File: src/rtl/major_state_seq_if.sv
// Bundles the sequencer's control inputs and major-state outputs.
// The sequencer is the slave; the core/panel side is the master.
interface major_state_seq_if;
    logic [0:11] instruction;
    logic        eae_mode_b;
    logic        int_req;
    logic        int_ena;
    logic        int_inhibit;
    logic        sw_halt;
    logic        sw_sstep;
    logic        pb_addr_load;
    logic        pb_dep;
    logic        pb_exam;
    logic        pb_cont;
    logic        pb_start;
    logic [4:0]  state;
    logic        run;
    logic        int_in_prog;
    logic        addr_loadd;
    logic        depd;
    logic        examd;
    logic        clear_all;

    modport master (
        output instruction, eae_mode_b, int_req, int_ena, int_inhibit,
               sw_halt, sw_sstep, pb_addr_load, pb_dep, pb_exam, pb_cont, pb_start,
        input  state, run, int_in_prog, addr_loadd, depd, examd, clear_all
    );

    modport slave (
        input  instruction, eae_mode_b, int_req, int_ena, int_inhibit,
               sw_halt, sw_sstep, pb_addr_load, pb_dep, pb_exam, pb_cont, pb_start,
        output state, run, int_in_prog, addr_loadd, depd, examd, clear_all
    );
endinterface

File: src/rtl/major_state_seq.sv
// PDP-8/e major-state sequencer: fetch/defer/execute/EAE/halt cycles,
// interrupt insertion and front-panel operation latching.
module major_state_seq #(
    parameter logic [0:11] HLT_CODE = 12'o7402
) (
    input  logic             clk,
    input  logic             reset,
    major_state_seq_if.slave bus
);

    typedef enum logic [4:0] {
        F0   = 5'd0,  FW   = 5'd1,  F1   = 5'd2,  F2   = 5'd3,  F3   = 5'd4,
        D0   = 5'd5,  DW   = 5'd6,  D1   = 5'd7,  D2   = 5'd8,  D3   = 5'd9,
        E0   = 5'd10, EW   = 5'd11, E1   = 5'd12, E2   = 5'd13, E3   = 5'd14,
        H0   = 5'd15, HW   = 5'd16, H1   = 5'd17, H2   = 5'd18, H3   = 5'd19,
        EAE1 = 5'd20, EAE2 = 5'd21, EAE3 = 5'd22, EAE4 = 5'd23, EAE5 = 5'd24
    } state_t;

    state_t     r_state, w_state;
    logic       r_run, w_run;
    logic       r_iip, w_iip;
    logic       r_addr_loadd, w_addr_loadd;
    logic       r_depd, w_depd;
    logic       r_examd, w_examd;
    logic       r_clear_all, w_clear_all;

    logic [2:0] w_op;
    logic       w_ind;
    logic       w_hlt;
    logic       w_eae;
    logic       w_stop;
    logic       w_irq;
    logic       w_bnd;
    logic       w_int_blk;

    always_ff @(posedge clk) begin
        if (!reset) begin
            r_state      <= H0;
            r_run        <= 1'b0;
            r_iip        <= 1'b0;
            r_addr_loadd <= 1'b0;
            r_depd       <= 1'b0;
            r_examd      <= 1'b0;
            r_clear_all  <= 1'b0;
        end else begin
            r_state      <= w_state;
            r_run        <= w_run;
            r_iip        <= w_iip;
            r_addr_loadd <= w_addr_loadd;
            r_depd       <= w_depd;
            r_examd      <= w_examd;
            r_clear_all  <= w_clear_all;
        end
    end

    always_comb begin
        w_state      = r_state;
        w_run        = r_run;
        w_iip        = r_iip;
        w_addr_loadd = r_addr_loadd;
        w_depd       = r_depd;
        w_examd      = r_examd;
        w_clear_all  = 1'b0;
        w_bnd        = 1'b0;
        w_int_blk    = 1'b0;

        w_op   = bus.instruction[0:2];
        w_ind  = bus.instruction[3];
        w_hlt  = (bus.instruction[0:3] == HLT_CODE[0:3]) &&
                 (bus.instruction[10]  == HLT_CODE[10])  &&
                 (bus.instruction[11]  == HLT_CODE[11]);
        w_eae  = bus.eae_mode_b &&
                 (((bus.instruction & 12'b111100101111) == 12'o7443) ||
                  ((bus.instruction & 12'b111100101111) == 12'o7445));
        w_stop = !r_run || bus.sw_halt || bus.sw_sstep || w_hlt;
        w_irq  = bus.int_req && bus.int_ena && !bus.int_inhibit;

        case (r_state)
            F0:   w_state = FW;
            FW:   w_state = F1;
            F1:   w_state = F2;
            F2:   w_state = F3;
            F3: begin
                if (w_op <= 3'd5 && w_ind) w_state = D0;
                else if (w_op <= 3'd4)     w_state = E0;
                else if (w_op == 3'd5)     w_bnd   = 1'b1;
                else if (w_eae)            w_state = EAE1;
                else                       w_bnd   = 1'b1;
            end
            D0:   w_state = DW;
            DW:   w_state = D1;
            D1:   w_state = D2;
            D2:   w_state = D3;
            D3: begin
                if (w_op <= 3'd4) w_state = E0;
                else              w_bnd   = 1'b1;
            end
            E0:   w_state = EW;
            EW:   w_state = E1;
            E1:   w_state = E2;
            E2:   w_state = E3;
            E3: begin
                // an interrupt cycle ends here; it must not chain straight into another
                w_iip     = 1'b0;
                w_int_blk = r_iip;
                w_bnd     = 1'b1;
            end
            EAE1: w_state = EAE2;
            EAE2: w_state = EAE3;
            EAE3: w_state = EAE4;
            EAE4: w_state = EAE5;
            EAE5: w_bnd   = 1'b1;
            H0: begin
                if (!r_run) begin
                    if (bus.pb_start) begin
                        w_run       = 1'b1;
                        w_iip       = 1'b0;
                        w_clear_all = 1'b1;
                        w_state     = HW;
                    end else if (bus.pb_cont) begin
                        w_run   = 1'b1;
                        w_state = HW;
                    end else if (bus.pb_addr_load) begin
                        w_addr_loadd = 1'b1;
                        w_state      = HW;
                    end else if (bus.pb_dep) begin
                        w_depd  = 1'b1;
                        w_state = HW;
                    end else if (bus.pb_exam) begin
                        w_examd = 1'b1;
                        w_state = HW;
                    end
                end
            end
            HW:   w_state = H1;
            H1:   w_state = H2;
            H2:   w_state = H3;
            H3: begin
                w_addr_loadd = 1'b0;
                w_depd       = 1'b0;
                w_examd      = 1'b0;
                if (r_run) w_state = F0;
                else       w_state = H0;
            end
            default: w_state = H0;
        endcase

        if (w_bnd) begin
            if (w_stop) begin
                w_state = H0;
                w_run   = 1'b0;
            end else if (w_irq && !w_int_blk) begin
                w_state = E0;
                w_iip   = 1'b1;
            end else begin
                w_state = F0;
            end
        end
    end

    assign bus.state       = r_state;
    assign bus.run         = r_run;
    assign bus.int_in_prog = r_iip;
    assign bus.addr_loadd  = r_addr_loadd;
    assign bus.depd        = r_depd;
    assign bus.examd       = r_examd;
    assign bus.clear_all   = r_clear_all;

endmodule

File: src/flat_wrapper.sv
// flat-port wrapper written by rule: the top's interface ports become plain ports
module major_state_seq_flat 
#(
    parameter logic [0:11] HLT_CODE = 12'o7402
)
  (clk, reset, bus_instruction, bus_eae_mode_b, bus_int_req, bus_int_ena, bus_int_inhibit, bus_sw_halt, bus_sw_sstep, bus_pb_addr_load, bus_pb_dep, bus_pb_exam, bus_pb_cont, bus_pb_start, bus_state, bus_run, bus_int_in_prog, bus_addr_loadd, bus_depd, bus_examd, bus_clear_all);
  major_state_seq_if bus_i ();
  input  logic clk;
  input  logic reset;
  input wire logic [$bits(bus_i.instruction)-1:0] bus_instruction;
  input wire logic [$bits(bus_i.eae_mode_b)-1:0] bus_eae_mode_b;
  input wire logic [$bits(bus_i.int_req)-1:0] bus_int_req;
  input wire logic [$bits(bus_i.int_ena)-1:0] bus_int_ena;
  input wire logic [$bits(bus_i.int_inhibit)-1:0] bus_int_inhibit;
  input wire logic [$bits(bus_i.sw_halt)-1:0] bus_sw_halt;
  input wire logic [$bits(bus_i.sw_sstep)-1:0] bus_sw_sstep;
  input wire logic [$bits(bus_i.pb_addr_load)-1:0] bus_pb_addr_load;
  input wire logic [$bits(bus_i.pb_dep)-1:0] bus_pb_dep;
  input wire logic [$bits(bus_i.pb_exam)-1:0] bus_pb_exam;
  input wire logic [$bits(bus_i.pb_cont)-1:0] bus_pb_cont;
  input wire logic [$bits(bus_i.pb_start)-1:0] bus_pb_start;
  output wire logic [$bits(bus_i.state)-1:0] bus_state;
  output wire logic [$bits(bus_i.run)-1:0] bus_run;
  output wire logic [$bits(bus_i.int_in_prog)-1:0] bus_int_in_prog;
  output wire logic [$bits(bus_i.addr_loadd)-1:0] bus_addr_loadd;
  output wire logic [$bits(bus_i.depd)-1:0] bus_depd;
  output wire logic [$bits(bus_i.examd)-1:0] bus_examd;
  output wire logic [$bits(bus_i.clear_all)-1:0] bus_clear_all;
  assign bus_i.instruction = bus_instruction;
  assign bus_i.eae_mode_b = bus_eae_mode_b;
  assign bus_i.int_req = bus_int_req;
  assign bus_i.int_ena = bus_int_ena;
  assign bus_i.int_inhibit = bus_int_inhibit;
  assign bus_i.sw_halt = bus_sw_halt;
  assign bus_i.sw_sstep = bus_sw_sstep;
  assign bus_i.pb_addr_load = bus_pb_addr_load;
  assign bus_i.pb_dep = bus_pb_dep;
  assign bus_i.pb_exam = bus_pb_exam;
  assign bus_i.pb_cont = bus_pb_cont;
  assign bus_i.pb_start = bus_pb_start;
  assign bus_state = bus_i.state;
  assign bus_run = bus_i.run;
  assign bus_int_in_prog = bus_i.int_in_prog;
  assign bus_addr_loadd = bus_i.addr_loadd;
  assign bus_depd = bus_i.depd;
  assign bus_examd = bus_i.examd;
  assign bus_clear_all = bus_i.clear_all;
  major_state_seq #(.HLT_CODE(HLT_CODE)) u_core (.clk(clk), .reset(reset), .bus(bus_i));
endmodule
File: config.mk
export PLATFORM = sky130hd
export DESIGN_NAME = major_state_seq_flat
export DESIGN_NICKNAME = d
export VERILOG_FILES = /design/src/rtl/major_state_seq_if.sv /design/src/rtl/major_state_seq.sv /design/src/flat_wrapper.sv
export SDC_FILE = /design/constraint.sdc
export NUM_CORES = 1
export LEC_CHECK = 0
export CAP_MARGIN = 40
export CELL_PAD_IN_SITES_DETAIL_PLACEMENT = 1
export CELL_PAD_IN_SITES_GLOBAL_PLACEMENT = 1
export CORE_MARGIN = 3
export CORE_UTILIZATION = 30
export DETAILED_ROUTE_END_ITERATION = 8
export PLACE_DENSITY_LB_ADDON = 0.1
export SETUP_SLACK_MARGIN = 0.4
export SLEW_MARGIN = 20
export SYNTH_ARGS = -nofsm -noshare
export SYNTH_HDL_FRONTEND = slang
export SYNTH_SLANG_ARGS = --single-unit
File: constraint.sdc
create_clock -name clk -period 2.2 [get_ports clk]
set_clock_uncertainty 0.05 [all_clocks]
set_input_delay 0.22 -clock clk [delete_from_list [all_inputs] [get_ports clk]]
set_output_delay 0.22 -clock clk [all_outputs]
set_load 0.01 [all_outputs]
# Yosys cells after proc, flatten, opt, wreduce, memory -nomap -nowiden
# Index checks and enable logic that the tools add are counted.
[classes] addsub=0 mul=0 div=0 order_cmp=2 n_eq_ne=42 shift=0 n_mux=54 bitwise=3 reduce_logical=22
[op_table] op="$pmux 5 s24" count=1
[op_table] op="$mux 5" count=13
[op_table] op="$eq 5x5->1 const B" count=9
[op_table] op="$eq 5x4->1 const B" count=8
[op_table] op="$mux 1" count=33
[op_table] op="$eq 5x3->1 const B" count=4
[op_table] op="$eq 9x9->1 const B" count=2
[op_table] op="$ne 2x2->1 const B" count=8
[op_table] op="$reduce_and 6->1" count=2
[op_table] op="$eq 5x2->1 const B" count=2
[op_table] op="$mux 4" count=2
[op_table] op="$pmux 1 s2" count=4
[op_table] op="$logic_and 1x1->1" count=7
[op_table] op="$ne 7x6->1 const B" count=1
[op_table] op="$reduce_and 7->1" count=1
[op_table] op="$le 3x3->1 const B" count=2
[op_table] op="$eq 5x1->1 const B" count=1
[op_table] op="$logic_not 5->1" count=1
[op_table] op="$ne 5x1->1 const B" count=1
[op_table] op="$ne 5x2->1 const B" count=1
[op_table] op="$reduce_and 5->1" count=1
[op_table] op="$eq 4x4->1 const B" count=1
[op_table] op="$logic_or 1x1->1" count=4
[op_table] op="$eq 3x3->1 const B" count=1
[op_table] op="other kinds (9)" count=13
[totals] register_bits=11 latch_bits=0 mem_bits_rw=0 rom_bits=0 out_inout_bits=11 mem_count=0

# Depth between registers and ports, before layout
[logic_depth] ltp_word=10 depth_mapped=7 ltp_nobuf=5

# Worst setup path before layout
# Ideal clock, no wire load.
[synth_path] kind="register to register" start="reg u_core.r_state[1] (netlist: u_core.bus.state[1])" end="reg u_core.r_state[1] (netlist: u_core.bus.state[1])" setup_time_ps=114 arrival_ps=1781 required_ps=2036 path_slack_ps=255 stages_incl_launch_ff=7 path_buffers=1 synth_period_minus_slack_ps=1945 cell_sequence="dfxtp_1 > buf_6 > or4b_4 > o221ai_2 > a2bb2oi_2 > or3b_1 > a21o_1"
[synth_between] elab_chain_cells=7 word_cells_on_any_way=41
[synth_rtl] element="start, declared" line_no="major_state_seq.sv:19" rtl="state_t r_state, w_state;"
[synth_rtl] element="start signal, assigned" line_no="major_state_seq.sv:46" rtl="r_state <= w_state;"
[synth_rtl] element="parallel branches: the longest is 7 deep, another holds $ne 7x6->1"
# Several ways; the timed one is not identified.
# A chain may end at the register's enable or synchronous reset.

# Worst setup path in the final report
[layout_path] start="reg u_core.r_state[4] (netlist: u_core.bus.state[4])" end="reg u_core.r_state[3] (netlist: u_core.bus.state[3])"
# The elaborated chain is that of the path after synthesis.

==> flow_metrics.env <==
export IMPL_design_portCount=36
export IMPL_rsz0062_at_grt="yes"
export IMPL_pre_cts_ws_ns=0.122
export IMPL_irDropWorstVdd_uv=545
export IMPL_synth_top_area_share_pct=24.3
export IMPL_place_congestion=0.871
export IMPL_clk_path_buf_depth=2
export IMPL_synth_async_reset_ratio_pct=0
export IMPL_finalWirelength_um=3190
export IMPL_slew_headroom_pct=53.8
export IMPL_tritoncts="done"
export IMPL_antenna_found_initial=0
export IMPL_rows=19
export IMPL_min_period_ns=1.98
export IMPL_final_antenna_net_count=0
export IMPL_vias_per_cell=5.69
export IMPL_fmax_mhz=505
export IMPL_yosys_warnings=0
export IMPL_cts_reportedPaths_clkPinSlew_ns=0.08
export IMPL_slowest_stage="or4b_4"
export IMPL_vias=1115
export IMPL_hold_viol_final=0
export IMPL_drc=0
export IMPL_track_usage_pct=17.8
export IMPL_clkPwrFrac_pct=8.6
export IMPL_synth_ff_type="dfxtp_1"
export IMPL_synth_cell_types=46
export IMPL_cp_arrival_ns=2.10
export IMPL_grt_pass1_wl_um=4890
export IMPL_power_density_mw_per_mm2=1180
export IMPL_p_sw_w=0.000732
export IMPL_syn_to_final_growth_pct=57.8
export IMPL_dp_hpwl_um=2490
export IMPL_grt_max_degree=17
export IMPL_finalHoldWorstSlack_ns=0.430
export IMPL_fin_crit_sh_pct=89.9
export IMPL_placed_cells=188
export IMPL_wl_per_cell_um=16.3
export IMPL_fp_dieArea_mm2=0.00372
export IMPL_cp_required_ns=2.33
export IMPL_internal_power_w=0.000952
export IMPL_cpPeakStageDelay_ns=0.53
export IMPL_drive_above_1_share_pct=21.2
export IMPL_drv_cap=0
export IMPL_synth_area_leaders="dfxtp_1 24%, nand2_1 5.0%, a21o_1 4.1%, nand3b_1 4.1%, nor2_1 3.7%"
export IMPL_grt_pass1_vias=1086
export IMPL_combPwrFrac_pct=71.3
export IMPL_cp_end_kind="flip-flop"
export IMPL_run_status="completed"
export IMPL_worstMarginPinSlew_ns=0.687
export IMPL_ys_ff_latch=11
export IMPL_synth_avg_cell_area_um2=7.69
export IMPL_yosysTopAreaCell="dfxtp_1"
export IMPL_nFillCells=359
export IMPL_crit_fanout=4
export IMPL_port_buffers=32
export IMPL_final_common_cell="clkdlybuf4s50_1"
export IMPL_total_power_w=0.00168
export IMPL_finalSetupTns_ns=0
export IMPL_cts_buffers=3
export IMPL_drtPass1Iterations=4
export IMPL_syn_inst=118
export IMPL_final_cell_mix="31 x clkdlybuf4s50_1, 17 x buf_4, 12 x nand2_1"
export IMPL_clock_root_buffer="clkbuf_4"
export IMPL_synth_edf_count=0
export IMPL_crit_chain="or4b_4, o221ai_2, a2bb2oi_2, buf_4, or3b_4, a21o_1"
export IMPL_layout_setup_ws_ns=0.222
export IMPL_swShare_pct=43.4
export IMPL_drt_iter0_markers=30
export IMPL_slew_viol_final=0
export IMPL_die_w_um=61.0
export IMPL_die_h_um=61.0
export IMPL_syn_area_um2=907
export IMPL_pwr_share_seq_pct=20.1
export IMPL_htreeDepth=1
export IMPL_p_leak_nw=0.556
export IMPL_fin_cells=196
export IMPL_diodes=0
export IMPL_crit_path_start_kind="flip-flop"
export IMPL_clk_latency_ns=0.28
export IMPL_holdBufCountCts=0
export IMPL_path_class="reg2reg"
export IMPL_nNetsFinal=191
export IMPL_coreArea_mm2=0.00283
export IMPL_ys_seq_area_share_pct=24.3
export IMPL_clock_sinks=11
export IMPL_hold_class="reg2reg"
export IMPL_grt_ovfl_total=0
export IMPL_setup_violations=0
export IMPL_syn_num_nets=143
export IMPL_start_util_pct=32.1
[final timing paths]
kind                                     startpoint             endpoint  slack, ns  cells after the start
worst max register to register  u_core.bus.state[4]  u_core.bus.state[3]       0.22                      6
worst min register to register      u_core.bus.depd      u_core.bus.depd       0.43                      2
worst min-delay path                u_core.bus.depd      u_core.bus.depd       0.43                      2
worst max-delay path            u_core.bus.state[4]  u_core.bus.state[3]       0.22                      6
[critical path, delay by kind of cell (launching register included)]
kind / cells / cell delay [ns]
buf+inv: 1 / 0.14
simple gates: 2 / 0.89
compound gates: 3 / 0.42
flops: 1 / 0.37
[power groups by stage]
| stage | combinational [W] | clock [W] | sequential [W] |
|---|---|---|---|
| 2_1_floorplan | 0.000632 | 0 | 0.000373 |
| 5_1_grt | 0.00132 | 0.000163 | 0.000351 |
| 6_report | 0.00120 | 0.000144 | 0.000339 |
| 3_5_place_dp | 0.00110 | 0 | 0.000348 |
| 4_1_cts | 0.00116 | 0.000152 | 0.000332 |
| 3_3_place_gp | 0.00109 | 0 | 0.000344 |
[area by class of cell]
type | count | area [µm²] | area share [%]
Sequential cell | 11 | 229 | 16.0
Tap cell | 31 | 38.8 | 2.71
Clock buffer | 3 | 22.5 | 1.57
Clock inverter | 1 | 5.00 | 0.350
Inverter | 6 | 22.5 | 1.57
Multi-Input combinational cell | 94 | 652 | 45.5
Timing Repair Buffer | 50 | 462 | 32.3
[sequential cells by signal (all words and copies together), names as in the netlist]
name / cells
u_core.bus.addr_loadd: 1
u_core.bus.clear_all: 1
u_core.bus.depd: 1
u_core.bus.examd: 1
u_core.bus.int_in_prog: 1
u_core.bus.run: 1
u_core.bus.state: 5
[routing by layer]
layer  wire length, µm  vias up  global-route usage [%]  part of all wire (%)
met4                29        0                    3.72                  0.91
met3               167        6                    4.89                   5.2
met2              1430       31                    28.7                    45
met1              1570      530                    23.7                    49
met5                 0        -                       0                     0
li1                  -      548                       -                     -
[logic make-up (layout without fill, tap and decap cells)]
kind of cell / count (synthesis) / count (layout) / synth area share, %
flip-flops: 11 / 11 / 24.3
XOR/XNOR: 2 / 2 / 1.93
multiplexers: 1 / 1 / 1.10
AO/OA/AOI/OAI: 36 / 36 / 29.5
buffers and inverters: 13 / 60 / 6.62
AND/OR/NAND/NOR: 55 / 55 / 36.6
[cells in the mapped netlist, types with 3 or more instances]
cell type / count
clkbuf_1: 5
nand3b_1: 5
nor2b_1: 3
or3b_1: 3
nand2_1: 12
nor3_1: 5
a21oi_1: 6
nor2_1: 9
a21o_1: 5
nor4_1: 3
inv_1: 5
o21ai_0: 3
dfxtp_1: 11
[repair_timing]
action | CTS | global route
gates resized for setup | 2 | 8
endpoints found under the setup margin | 5 | 11
buffers inserted | 3 | 1
pin swaps | 2 | 2
endpoints found under the hold margin | 0 | 0
[through the flow]
stage,util (%),area (µm²)
2_1_floorplan,-,915
3_3_place_gp,47.4,1340
3_5_place_dp,47.4,1340
4_1_cts,49.3,1400
5_1_grt,50.6,1430
6_report,50.6,1430
No activity file was read; power rests on OpenSTA's default activity.
